==> src/rtl/div32_sequencer.sv <==
`default_nettype none
// ============================================================================
// Module      : div32_sequencer
// Description : Multi-cycle signed divider for the CPU ALU. A start pulse
//               latches a dividend/divisor pair. Non-restoring division then
//               runs one quotient bit per clock over an A/Q/M register set,
//               followed by remainder fix-up and sign correction. The result
//               is {remainder, quotient}, which matches the HI/LO write-back
//               path.
//
// Ports       : clock        rising-edge clock
//               reset_n      synchronous active-low reset
//               start        request; accepted only in IDLE or DONE
//               dividend     signed dividend, latched on accepted start
//               divisor      signed divisor, latched on accepted start
//               busy         high while an operation is in flight
//               done         one-cycle pulse, result valid
//               div_by_zero  valid with done; divisor was zero
//               result       {remainder, quotient}; held until next update
//
// Build option: DIV32_ZERO_DETECT_EN
//               When defined, a zero divisor short-circuits from SETUP
//               straight to DONE and raises div_by_zero.
//               When undefined, a zero divisor runs the normal sequence and
//               div_by_zero is tied low.
//
// Revision    : 1.0  initial release
// ============================================================================
module div32_sequencer #(
  parameter int WIDTH = 32
) (
  input  logic                 clock,
  input  logic                 reset_n,
  input  logic                 start,
  input  logic [WIDTH-1:0]     dividend,
  input  logic [WIDTH-1:0]     divisor,
  output logic                 busy,
  output logic                 done,
  output logic                 div_by_zero,
  output logic [2*WIDTH-1:0]   result
);

  // --------------------------------------------------------------------------
  // State encoding
  // --------------------------------------------------------------------------
  localparam logic [2:0] S_IDLE  = 3'd0;
  localparam logic [2:0] S_SETUP = 3'd1;
  localparam logic [2:0] S_ITER  = 3'd2;
  localparam logic [2:0] S_FIX   = 3'd3;
  localparam logic [2:0] S_SIGN  = 3'd4;
  localparam logic [2:0] S_DONE  = 3'd5;

  // The step counter must be able to hold WIDTH itself.
  localparam int CNT_W = $clog2(WIDTH + 1);

  // --------------------------------------------------------------------------
  // Registers
  // --------------------------------------------------------------------------
  logic [2:0]          state;
  logic [CNT_W-1:0]    step_count;
  logic [2*WIDTH-1:0]  result_reg;

  logic [WIDTH-1:0]    dividend_lat;
  logic [WIDTH-1:0]    divisor_lat;
  logic                sign_q;        // quotient must be negated
  logic                sign_r;        // remainder takes the dividend's sign

  logic [WIDTH:0]      acc;           // A: partial remainder, one guard bit
  logic [WIDTH-1:0]    quo;           // Q: dividend magnitude / quotient bits
  logic [WIDTH-1:0]    mag_m;         // M: divisor magnitude

`ifdef DIV32_ZERO_DETECT_EN
  logic                dbz_reg;
`endif

  // --------------------------------------------------------------------------
  // Combinational datapath
  // --------------------------------------------------------------------------
  logic                accept;
  logic [WIDTH-1:0]    dividend_mag;
  logic [WIDTH-1:0]    divisor_mag;
  logic [WIDTH:0]      m_ext;
  logic [WIDTH:0]      acc_shift;
  logic [WIDTH:0]      acc_step;
  logic [WIDTH-1:0]    quo_step;
  logic [WIDTH:0]      acc_fix;
  logic [WIDTH-1:0]    quotient_signed;
  logic [WIDTH-1:0]    remainder_signed;

  // A start is honoured only when no operation is in flight. Accepting in
  // DONE lets operations issue back to back without an idle gap.
  assign accept = start && ((state == S_IDLE) || (state == S_DONE));

  // Two's-complement magnitudes. The most-negative value maps onto itself.
  // That value is still correct when it is read as an unsigned magnitude.
  assign dividend_mag = dividend_lat[WIDTH-1] ? (~dividend_lat + 1'b1) : dividend_lat;
  assign divisor_mag  = divisor_lat[WIDTH-1]  ? (~divisor_lat + 1'b1)  : divisor_lat;

  assign m_ext = {1'b0, mag_m};

  // One non-restoring step. First shift {A,Q} left by one. The sign of the
  // old A selects whether M is added or subtracted. The new quotient bit is
  // the inverse of the sign of the new A.
  assign acc_shift = {acc[WIDTH-1:0], quo[WIDTH-1]};
  assign acc_step  = acc[WIDTH] ? (acc_shift + m_ext) : (acc_shift - m_ext);
  assign quo_step  = {quo[WIDTH-2:0], ~acc_step[WIDTH]};

  // After the last step a negative A is restored once, so that the
  // remainder magnitude is non-negative.
  assign acc_fix = acc[WIDTH] ? (acc + m_ext) : acc;

  assign quotient_signed  = sign_q ? (~quo + 1'b1) : quo;
  assign remainder_signed = sign_r ? (~acc[WIDTH-1:0] + 1'b1) : acc[WIDTH-1:0];

  // --------------------------------------------------------------------------
  // Control: state, step counter and architecturally visible result
  // --------------------------------------------------------------------------
  always_ff @(posedge clock) begin
    if (!reset_n) begin
      state      <= S_IDLE;
      step_count <= '0;
      result_reg <= '0;
`ifdef DIV32_ZERO_DETECT_EN
      dbz_reg    <= 1'b0;
`endif
    end else begin
      case (state)
        S_IDLE: begin
          if (accept) begin
            state <= S_SETUP;
          end
        end

        S_SETUP: begin
`ifdef DIV32_ZERO_DETECT_EN
          if (divisor_lat == '0) begin
            // Short-circuit: quotient all ones, remainder is the dividend.
            state      <= S_DONE;
            result_reg <= {dividend_lat, {WIDTH{1'b1}}};
            dbz_reg    <= 1'b1;
          end else begin
            state      <= S_ITER;
            step_count <= CNT_W'(WIDTH);
          end
`else
          state      <= S_ITER;
          step_count <= CNT_W'(WIDTH);
`endif
        end

        S_ITER: begin
          step_count <= step_count - 1'b1;
          if (step_count == CNT_W'(1)) begin
            state <= S_FIX;
          end
        end

        S_FIX: begin
          state <= S_SIGN;
        end

        S_SIGN: begin
          state      <= S_DONE;
          result_reg <= {remainder_signed, quotient_signed};
`ifdef DIV32_ZERO_DETECT_EN
          dbz_reg    <= 1'b0;
`endif
        end

        S_DONE: begin
          state <= accept ? S_SETUP : S_IDLE;
        end

        default: begin
          state <= S_IDLE;
        end
      endcase
    end
  end

  // --------------------------------------------------------------------------
  // Datapath registers. Their contents are don't-care outside an operation,
  // so they carry no reset. The control state gates every use of them.
  // --------------------------------------------------------------------------
  always_ff @(posedge clock) begin
    if (accept) begin
      dividend_lat <= dividend;
      divisor_lat  <= divisor;
      sign_q       <= dividend[WIDTH-1] ^ divisor[WIDTH-1];
      sign_r       <= dividend[WIDTH-1];
    end

    case (state)
      S_SETUP: begin
        acc   <= '0;
        quo   <= dividend_mag;
        mag_m <= divisor_mag;
      end
      S_ITER: begin
        acc <= acc_step;
        quo <= quo_step;
      end
      S_FIX: begin
        acc <= acc_fix;
      end
      default: begin
      end
    endcase
  end

  // --------------------------------------------------------------------------
  // Outputs
  // --------------------------------------------------------------------------
  assign busy   = (state == S_SETUP) || (state == S_ITER) ||
                  (state == S_FIX)   || (state == S_SIGN);
  assign done   = (state == S_DONE);
  assign result = result_reg;

`ifdef DIV32_ZERO_DETECT_EN
  assign div_by_zero = dbz_reg;
`else
  assign div_by_zero = 1'b0;
`endif

endmodule
`default_nettype wire

==> config.mk <==
export PLATFORM = sky130hd
export DESIGN_NAME = div32_sequencer
export DESIGN_NICKNAME = d
export VERILOG_FILES = /design/src/rtl/div32_sequencer.sv
export SDC_FILE = /design/constraint.sdc
export NUM_CORES = 1
export LEC_CHECK = 0
export CORE_AREA = 2 2 209 211
export CTS_BUF_LIST = sky130_fd_sc_hd__clkbuf_4 sky130_fd_sc_hd__clkbuf_8
export CTS_CLUSTER_DIAMETER = 30
export CTS_CLUSTER_SIZE = 30
export DETAILED_ROUTE_END_ITERATION = 10
export DIE_AREA = 0 0 211 213
export GPL_TIMING_DRIVEN = 1
export MAX_ROUTING_LAYER = met4
export PLACE_DENSITY = 0.51
export SKIP_CTS_REPAIR_TIMING = 1
export SYNTH_ARGS = -nofsm -noshare
export SYNTH_HDL_FRONTEND = slang
export SYNTH_SLANG_ARGS = --single-unit
==> constraint.sdc <==
create_clock -name clock -period 7.19 [get_ports clock]
set_input_delay 0.719 -clock clock [delete_from_list [all_inputs] [get_ports clock]]
set_output_delay 0.719 -clock clock [all_outputs]
set_load 0.01 [all_outputs]
# Word level (Yosys, flattened, before mapping)
# Cells that the tools add are included.
# word_totals
register_bits,236
input_bits,67
# classes
n_addsub,8
eq_ne,9
mux,13
bitwise_logic,6
reduce_logical,10
# op_table
cell,count
"32-bit by 1-bit adder with 32-bit output, second input constant",4
32-bit NOT,4
33-bit one-hot mux with 3 select lines,1
32-bit 2-to-1 mux,3
33-bit by 32-bit adder with 33-bit output,2
33-bit 2-to-1 mux,2
32-bit one-hot mux with 2 select lines,1
33-bit by 32-bit subtractor with 33-bit output,1
31-bit 2-to-1 mux,1
3-bit one-hot mux with 6 select lines,1
6-bit one-hot mux with 2 select lines,1
"3-bit by 2-bit equality test with 1-bit output, second input constant",2
"3-bit equality test, second input constant",2
"6-bit by 1-bit equality test with 1-bit output, second input constant",1
3-bit 2-to-1 mux,2
"2-bit != test, second input constant",3
"6-bit by 1-bit subtractor with 6-bit output, second input constant",1
1-bit logical OR,4
2-bit AND reduction,2
"3-bit by 1-bit equality test with 1-bit output, second input constant",1
3-bit zero test,1
3-bit nonzero test,1
2-bit nonzero test,1
1-bit logical AND,1
3 further kinds,3

# Logic depth before layout (Yosys ltp)
# Gate-level depths: netlist of the first run.
# logic_depth
word_depth,5
ltp_mapped,19
mapped_depth_nobuf,18

# Worst setup path after synthesis of the first run
# Ideal clock, no wire load.
# synth_path
kind,register to register
startpoint,reg state[2]
endpoint,"reg dividend_lat[0], enable pin"
setup_ns,0.581
arrival_time_ns,5.512
t_required_ns,6.609
setup_slack_ns,1.097
stages_incl_launch_ff,4
n_path_buf,1
synth_period_minus_slack_ns,6.093
cell_sequence,dfxtp_1 > buf_1 > xor2_1 > nor3b_1
# synth_between
elab_chain_len,3
word_cells_on_any_way,4
cone_classes,1 x eq/ne; 3 x reduce/logical
# synth_lines
item,line_no,text
"start, declared",59,logic [2:0] state;
"start signal, assigned",171,state <= accept ? S_SETUP : S_IDLE;
3-bit equality test or 3-bit zero test (tied branches),92,assign accept = start && ((state == S_IDLE) || (state == S_DONE));
1-bit logical OR *,92,
1-bit logical AND *,92,
net accept,79,logic accept;
"end signal, assigned",187,dividend_lat <= dividend;
"end, declared",63,logic [WIDTH-1:0] dividend_lat;
# The timed path passes the listed nets; every way through them passes the cells marked *.
# A chain may end at the register's enable or synchronous reset.

# Final worst setup path of the first run
# layout_path
startpoint,reg mag_m[1]
endpoint,"reg acc[32], data pin"
# layout_between
elab_chain_len,3
word_cells_on_any_way,6
cone_classes,3 x add/sub; 3 x mux
# layout_lines
item,line_no,text
"start, declared",70,logic [WIDTH-1:0] mag_m;
"start signal, assigned",197,mag_m <= divisor_mag;
33-bit by 32-bit adder with 33-bit output (tied with other cells),110,assign acc_fix = acc[WIDTH] ? (acc + m_ext) : acc;
"33-bit 2-to-1 mux, on equally long branches","110, 105",
33-bit one-hot mux with 3 select lines *,193,case (state)
"end signal, assigned",200,acc <= acc_step;
"end signal, assigned",204,acc <= acc_fix;
"end, declared",68,logic [WIDTH:0] acc;
# Every way passes the cells marked *; elsewhere a longest branch is shown, timed or not. The select of a mux whose other input is x is not followed.

==> results of run 1 <==
## routing by layer
layer	GRT usage [%]	up-vias	routed length (um)
li1	-	5871	-
met1	25.16	5569	19350
met2	26.69	311	17130
met3	4.236	55	2621
met4	6.557	0	821
met5	-	-	0
## layout make-up
class | instances | area (um^2) | area share [%]
clock buffers | 81 | 1059 | 5.806
clock inverters | 45 | 593.1 | 3.253
inverters | 33 | 123.9 | 0.6794
multi-input cells | 1158 | 8063 | 44.22
flip-flops and latches | 235 | 6326 | 34.70
well taps | 546 | 683.2 | 3.747
repair buffers | 141 | 1384 | 7.590
## worst paths after layout
kind,cells after the start,slack [ns],endpoint
setup / recovery,15,2.50,acc[32]
setup reg to reg,15,2.50,acc[32]
hold reg to reg,2,0.47,result[0]
hold / removal,2,0.47,result[0]
## synth_stat cells (all sizes together) (11+ instances only)
master	count	area share, %
o21ai	129	4.4
clkbuf	54	1.4
dfxtp	73	9.9
nand4	12	0.51
o31ai	34	2.0
or3	14	0.63
o21a	12	0.61
o22ai	25	1.1
inv	33	0.84
and2	16	0.68
a21oi	80	2.7
nor3	32	1.2
nor2	66	1.7
xor2	122	7.3
nand2b	12	0.66
o211a	47	3.2
xnor2	86	5.1
or4	23	1.3
nand2	177	4.5
ha	71	6.0
a211oi	11	0.56
nand3	26	0.92
o41ai	17	1.3
edfxtp	162	33
a21o	21	1.1
## through the flow
stage / area (um^2) / worst slack (ns) / power, mW / hold slack, ns / cells
global route: 18230 / 2.066 / 5.777 / 0.5023 / 2239
CTS: 18230 / 2.574 / 5.516 / 0.4811 / 2239
detailed placement: 16580 / 2.587 / 3.261 / 0.4738 / 2113
finish: 18230 / 2.500 / 5.458 / 0.4725 / 2239
floorplan: 14740 / 1.097 / 2.848 / 0.4432 / 1490
global placement: 16580 / 2.647 / 3.265 / 0.4645 / 2113
## tightest hold or removal path, stage by stage, from the launching register on
cell	delay, ns
dfxtp_1	0.31
nand2_1	0.05
a21boi_0	0.07
## cells by family after synthesis
| family | Yosys count |
|---|---|
| AO/OA/AOI/OAI | 441 |
| multiplexers | 2 |
| buffers and inverters | 97 |
| AND/OR/NAND/NOR | 432 |
| adder cells (fa/ha/maj) | 74 |
| flip-flops | 235 |
| other | 1 |
| XOR/XNOR | 208 |
## power by group
group | switching [mW] | internal (mW)
clock network | 0.772 | 1.43
logic | 0.821 | 0.596
registers | 0.200 | 1.63
total | 1.79 | 3.67
==> summary.md, run 1 <==
| Metric | Value |
|---|---|
| Status | finished clean |
| Vias per cell | 5.273 |
| CP delay by family, top | compound AO/OA/AOI/OAI gates |
| Max incr delay on CP | 0.47 ns |
| First-pass DRT Iterations | 5 |
| Mapped Nets | 1,630 |
| Clk_lat worst skew | 0.65 ns |
| Num CTS Buffers | 68 |
| Crit path DAT | 5.06 ns |
| Layout cell share with drive strength beyond 1 | 10.22% |
| EDFF count, synth | 162 |
| Die H | 213 um |
| Vias | 11.81k |
| CP Capture Type | flip-flop |
| Period utilization | 65.24% |
| Max Cap Viol | 0 |
| HP Class | flip-flop to flip-flop |
| IO Port Bufs | 132 |
| RD Place Congestion | 0.9056 |
| Initial antenna violation count | 2 |
| Reg2Reg Launch Point | mag_m[1] |
| First-pass GRT wire length | 62,330 um |
| P_leak | 7.151 nW |
| N_diodes | 0 |
| Commonest non-fill, non-tap cell in the layout | nand2_1 |
| Max FFs per register | 64 |
| Grt total ovfl | 0 |
| Multiplexer share of the synthesized area | 0.1443% |
| Sequential share of the synthesized area | 42.93% |
| Final ANT Viol Nets | 0 |
| Total wire length | 39,920 um |
| Final HPWL DP | 29,870 um |
| Tightest Pin Transition | 1.022 ns |
| Residual DRC | 0 |
| Fillcell total | 4,149 |
| Class of the most critical setup path | flip-flop to flip-flop |
| Setup_tns | 0 ns |
| Pin count of the biggest net entering global routing | 103 |
| Main combinational cell family by area after synthesis | compound AO/OA/AOI/OAI gates |
| I/O pin count | 134 |
| Most frequent cells in the layout | nand2_1, edfxtp_1, clkdlybuf4s50_1, o21ai_0, xor2_1 |
| Worst-path clk slew | 0.05 ns |
| CP Max Fanout | 6 |
| Seq cells post-synth | 235 |
| Synth Area in XOR/XNOR | 12.36% |
| Clock root cell | clkbuf_8 |
| Simple-gate area share of the yosys netlist | 15.05% |
| Vias in the first global route | 11.36k |
| Die width | 211 um |
| CP bufs+invs | 0 |
| Max-slew violation count | 0 |
| Worst Skew | 0.04432 ns |
| DR WL/cell | 17.83 um |
| GRT Resource Usage Total | 18.42% |
| WP data required | 7.56 ns |
| Synth Area in Compound Gates | 20.60% |
| Adder-cell share of the synthesized area | 6.368% |
| Power Dens Cells | 299.4 mW/mm^2 |
| Final hold violations | 0 |
| Layout Area Growth over Synthesis | 23.72% |
| Final Core Density | 42.70% |
| Worst path slowest cell | edfxtp_1 |
| Syn avg cell area | 9.890 um^2 |
| RSZ-0062 raised after global routing | false |
| Post-Syn Instances | 1,490 |
| Number of synthesis warnings | 0 |
| Clock tree sinks | 235 |
| Yosys cell types | 83 |
| H-tree depth | 3 |
| # nets final | 1,777 |
| Clk buf depth | 3 |
| Mapped Area | 0.01474 mm^2 |
| Startpoint class of the critical path | flip-flop |
| Peak VDD IR | 0.0001765 V |
| Final setup vio count | 0 |
| Min cycle time layout | 4.690 ns |
| Detailed Route Iter0 Violations | 775 |
| Worst setup startpoint | mag_m[1] |
| Max-slew headroom | 31.59% |
| Initial Util | 34.51% |
| Worst hold start | result[0] |
| Crit-path cells | nor3_1 > nor3b_1 > nor3b_1 > and2_1 > a21oi_1 > xnor2_1 > ha_1 > nand2_1 > o21ai_0 > o31ai_1 > a41oi_1 > a21oi_1 > o41ai_1 > xnor2_1 > a32o_1 |
| FMAX | 0.2132 GHz |
| Core ar. | 0.04270 mm^2 |
| Ys async rst share | 0% |
| CTS tree | yes |
| Rows | 76 |
| Die area | 0.04494 mm^2 |
| Top_reg_cell synth | edfxtp_1 |
Power figures use the tool's default switching activity.
==> run 2: changes to the inputs <==
==> constraint.sdc (replaced) <==
create_clock -name clock -period 4.5 [get_ports clock]
set_input_delay 0.45 -clock clock [delete_from_list [all_inputs] [get_ports clock]]
set_output_delay 0.45 -clock clock [all_outputs]
set_load 0.01 [all_outputs]
==> run 2 against run 1 <==
Critical path depth is 1 higher. Hold slack worse by 0.072 ns. Cell area is 0.12% higher. Sequential share of layout area hardly changed. Die area stayed put. Via count is 0.21% lower. Non-clock buffer count is 13 higher. Worst setup slack worse by 2.2 ns. Critical endpoint is now acc[29].
==> summary.md, run 2 (same netlist as run 1, synthesis figures left out) <==
| Metric | Value |
|---|---|
| Status | finished clean |
| Worst Skew | 0.04144 ns |
| CP Capture Type | flip-flop |
| Max Cap Viol | 0 |
| Die H | 213 um |
| Startpoint class of the critical path | flip-flop |
| P_leak | 7.189 nW |
| Power Dens Cells | 468.4 mW/mm^2 |
| Peak VDD IR | 0.0001909 V |
| Clk buf depth | 3 |
| First-pass DRT Iterations | 5 |
| I/O pin count | 134 |
| Total wire length | 40,640 um |
| Layout cell share with drive strength beyond 1 | 10.92% |
| Seq pwr share | 34.3% |
| Crit path DAT | 4.49 ns |
| RD Place Congestion | 0.8818 |
| Placement Cell Area | 0.01669 mm^2 |
| Max-slew headroom | 33.76% |
| Final setup vio count | 0 |
| Sw frac | 32.85% |
| Logic pwr share | 27.3% |
| Setup_tns | 0 ns |
| Die width | 211 um |
| Rows | 76 |
| Max FFs per register | 64 |
| HP Class | input port to flip-flop |
| Final ANT Viol Nets | 0 |
| Post-route total power | 8.549 mW |
| Clock power frac | 38.4% |
| FMAX | 0.2402 GHz |
| Final HPWL DP | 30,960 um |
| Clock tree sinks | 235 |
| H-tree depth | 3 |
| Vias in the first global route | 11.35k |
| Fillcell total | 4,112 |
| Max-slew violation count | 0 |
| Finished Cell Area | 0.01825 mm^2 |
| Final hold violations | 0 |
| RSZ-0062 raised after global routing | false |
| Vias | 11.78k |
| IO Port Bufs | 132 |
| Num CTS Buffers | 68 |
| CP Max Fanout | 6 |
| Initial Util | 34.51% |
| Pin count of the biggest net entering global routing | 79 |
| Final Core Density | 42.75% |
| # nets final | 1,790 |
| Die area | 0.04494 mm^2 |
| Initial antenna violation count | 1 |
| Switch Pwr | 2.808 mW |
| Period utilization | 92.53% |
| WP data required | 4.83 ns |
| N_diodes | 0 |
| Commonest non-fill, non-tap cell in the layout | nand2_1 |
| Min cycle time layout | 4.164 ns |
| Layout Area Growth over Synthesis | 23.87% |
| Clk_lat worst skew | 0.61 ns |
| Grt total ovfl | 0 |
| Cell Int Power | 5.741 mW |
| CTS tree | yes |
| Clock root cell | clkbuf_8 |
| Class of the most critical setup path | flip-flop to flip-flop |
| First-pass GRT wire length | 63,280 um |
| Vias per cell | 5.236 |
| GRT Resource Usage Total | 18.71% |
| Tightest Pin Transition | 0.9893 ns |
| Most frequent cells in the layout | nand2_1, edfxtp_1, clkdlybuf4s50_1, o21ai_0, xor2_1 |
| Worst-path clk slew | 0.05 ns |
| DR WL/cell | 18.06 um |
| Residual DRC | 0 |
| Core ar. | 0.04270 mm^2 |
| Detailed Route Iter0 Violations | 724 |
-- run 2: changes by cell type in the layout (fill, tap and decap cells not counted), moves of 2 or more --
cell        previous run  this run
clkinv_2               7        12
clkbuf_4               9        13
clkinv_4               4         1
clkinv_1               8         6
nor3b_4                0         2
clkinvlp_4             6         8
clkbuf_8              72        74
bufinv_16             12         9
inv_4                  2         0
buf_4                  9        22
inv_8                  3         0
-- run 2: worst max-delay path, cell delays in order, from the launching register on --
cell and delay (ns):
edfxtp_1 0.46, or4_1 0.62, nor3b_4 0.30, and2_1 0.25, nand2_1 0.14, nor2_1 0.13
nor2_1 0.06, xor2_1 0.22, ha_1 0.35, a21o_1 0.25, a31o_2 0.27, a21o_1 0.19
a21oi_1 0.19, o21a_1 0.13, nand2_1 0.06, xnor2_1 0.16, o22ai_1 0.10
-- run 2: worst paths after layout --
path                                   start               end  slack [ns]  cells after the start
worst max-delay path                mag_m[5]           acc[29]        0.34                     16
worst max register to register      mag_m[5]           acc[29]        0.34                     16
worst min-delay path            dividend[10]  dividend_lat[10]        0.40                      1
worst min register to register    result[26]        result[26]        0.47                      2
-- run 2: final cells by class --
type	count	area (um^2)	area share [%]
flip-flops and latches	235	6326	34.66
clock inverters	37	437.9	2.399
well taps	546	683.2	3.743
repair buffers	154	1481	8.116
clock buffers	87	1116	6.115
multi-input cells	1158	8084	44.29
inverters	33	123.9	0.6786
-- run 2: power by group through the flow --
stage	clock network, mW	logic [mW]	registers (mW)
3_5_place_dp	0	2.31	2.97
2_1_floorplan	0	1.71	2.83
6_report	3.29	2.33	2.93
5_1_grt	3.51	2.59	2.96
4_1_cts	3.39	2.32	2.93
3_3_place_gp	0	2.32	2.96
-- run 2: per-stage QoR --
stage,instances,worst slack [ns],hold WS [ns]
CTS,2250,0.2627,0.3418
global route,2250,0.02485,0.3556
global placement,2126,0.3204,0.4603
detailed placement,2126,0.2224,0.4677
finish,2250,0.3363,0.4001
floorplan,1490,0.5653,0.4432
-- run 2: layer usage --
metal | up-vias | wire length [um] | global-route usage (%)
met4 | 0 | 822 | 6.289
li1 | 5895 | - | -
met2 | 324 | 17480 | 27.28
met3 | 57 | 2034 | 3.295
met1 | 5505 | 20300 | 26.18
met5 | - | 0 | -
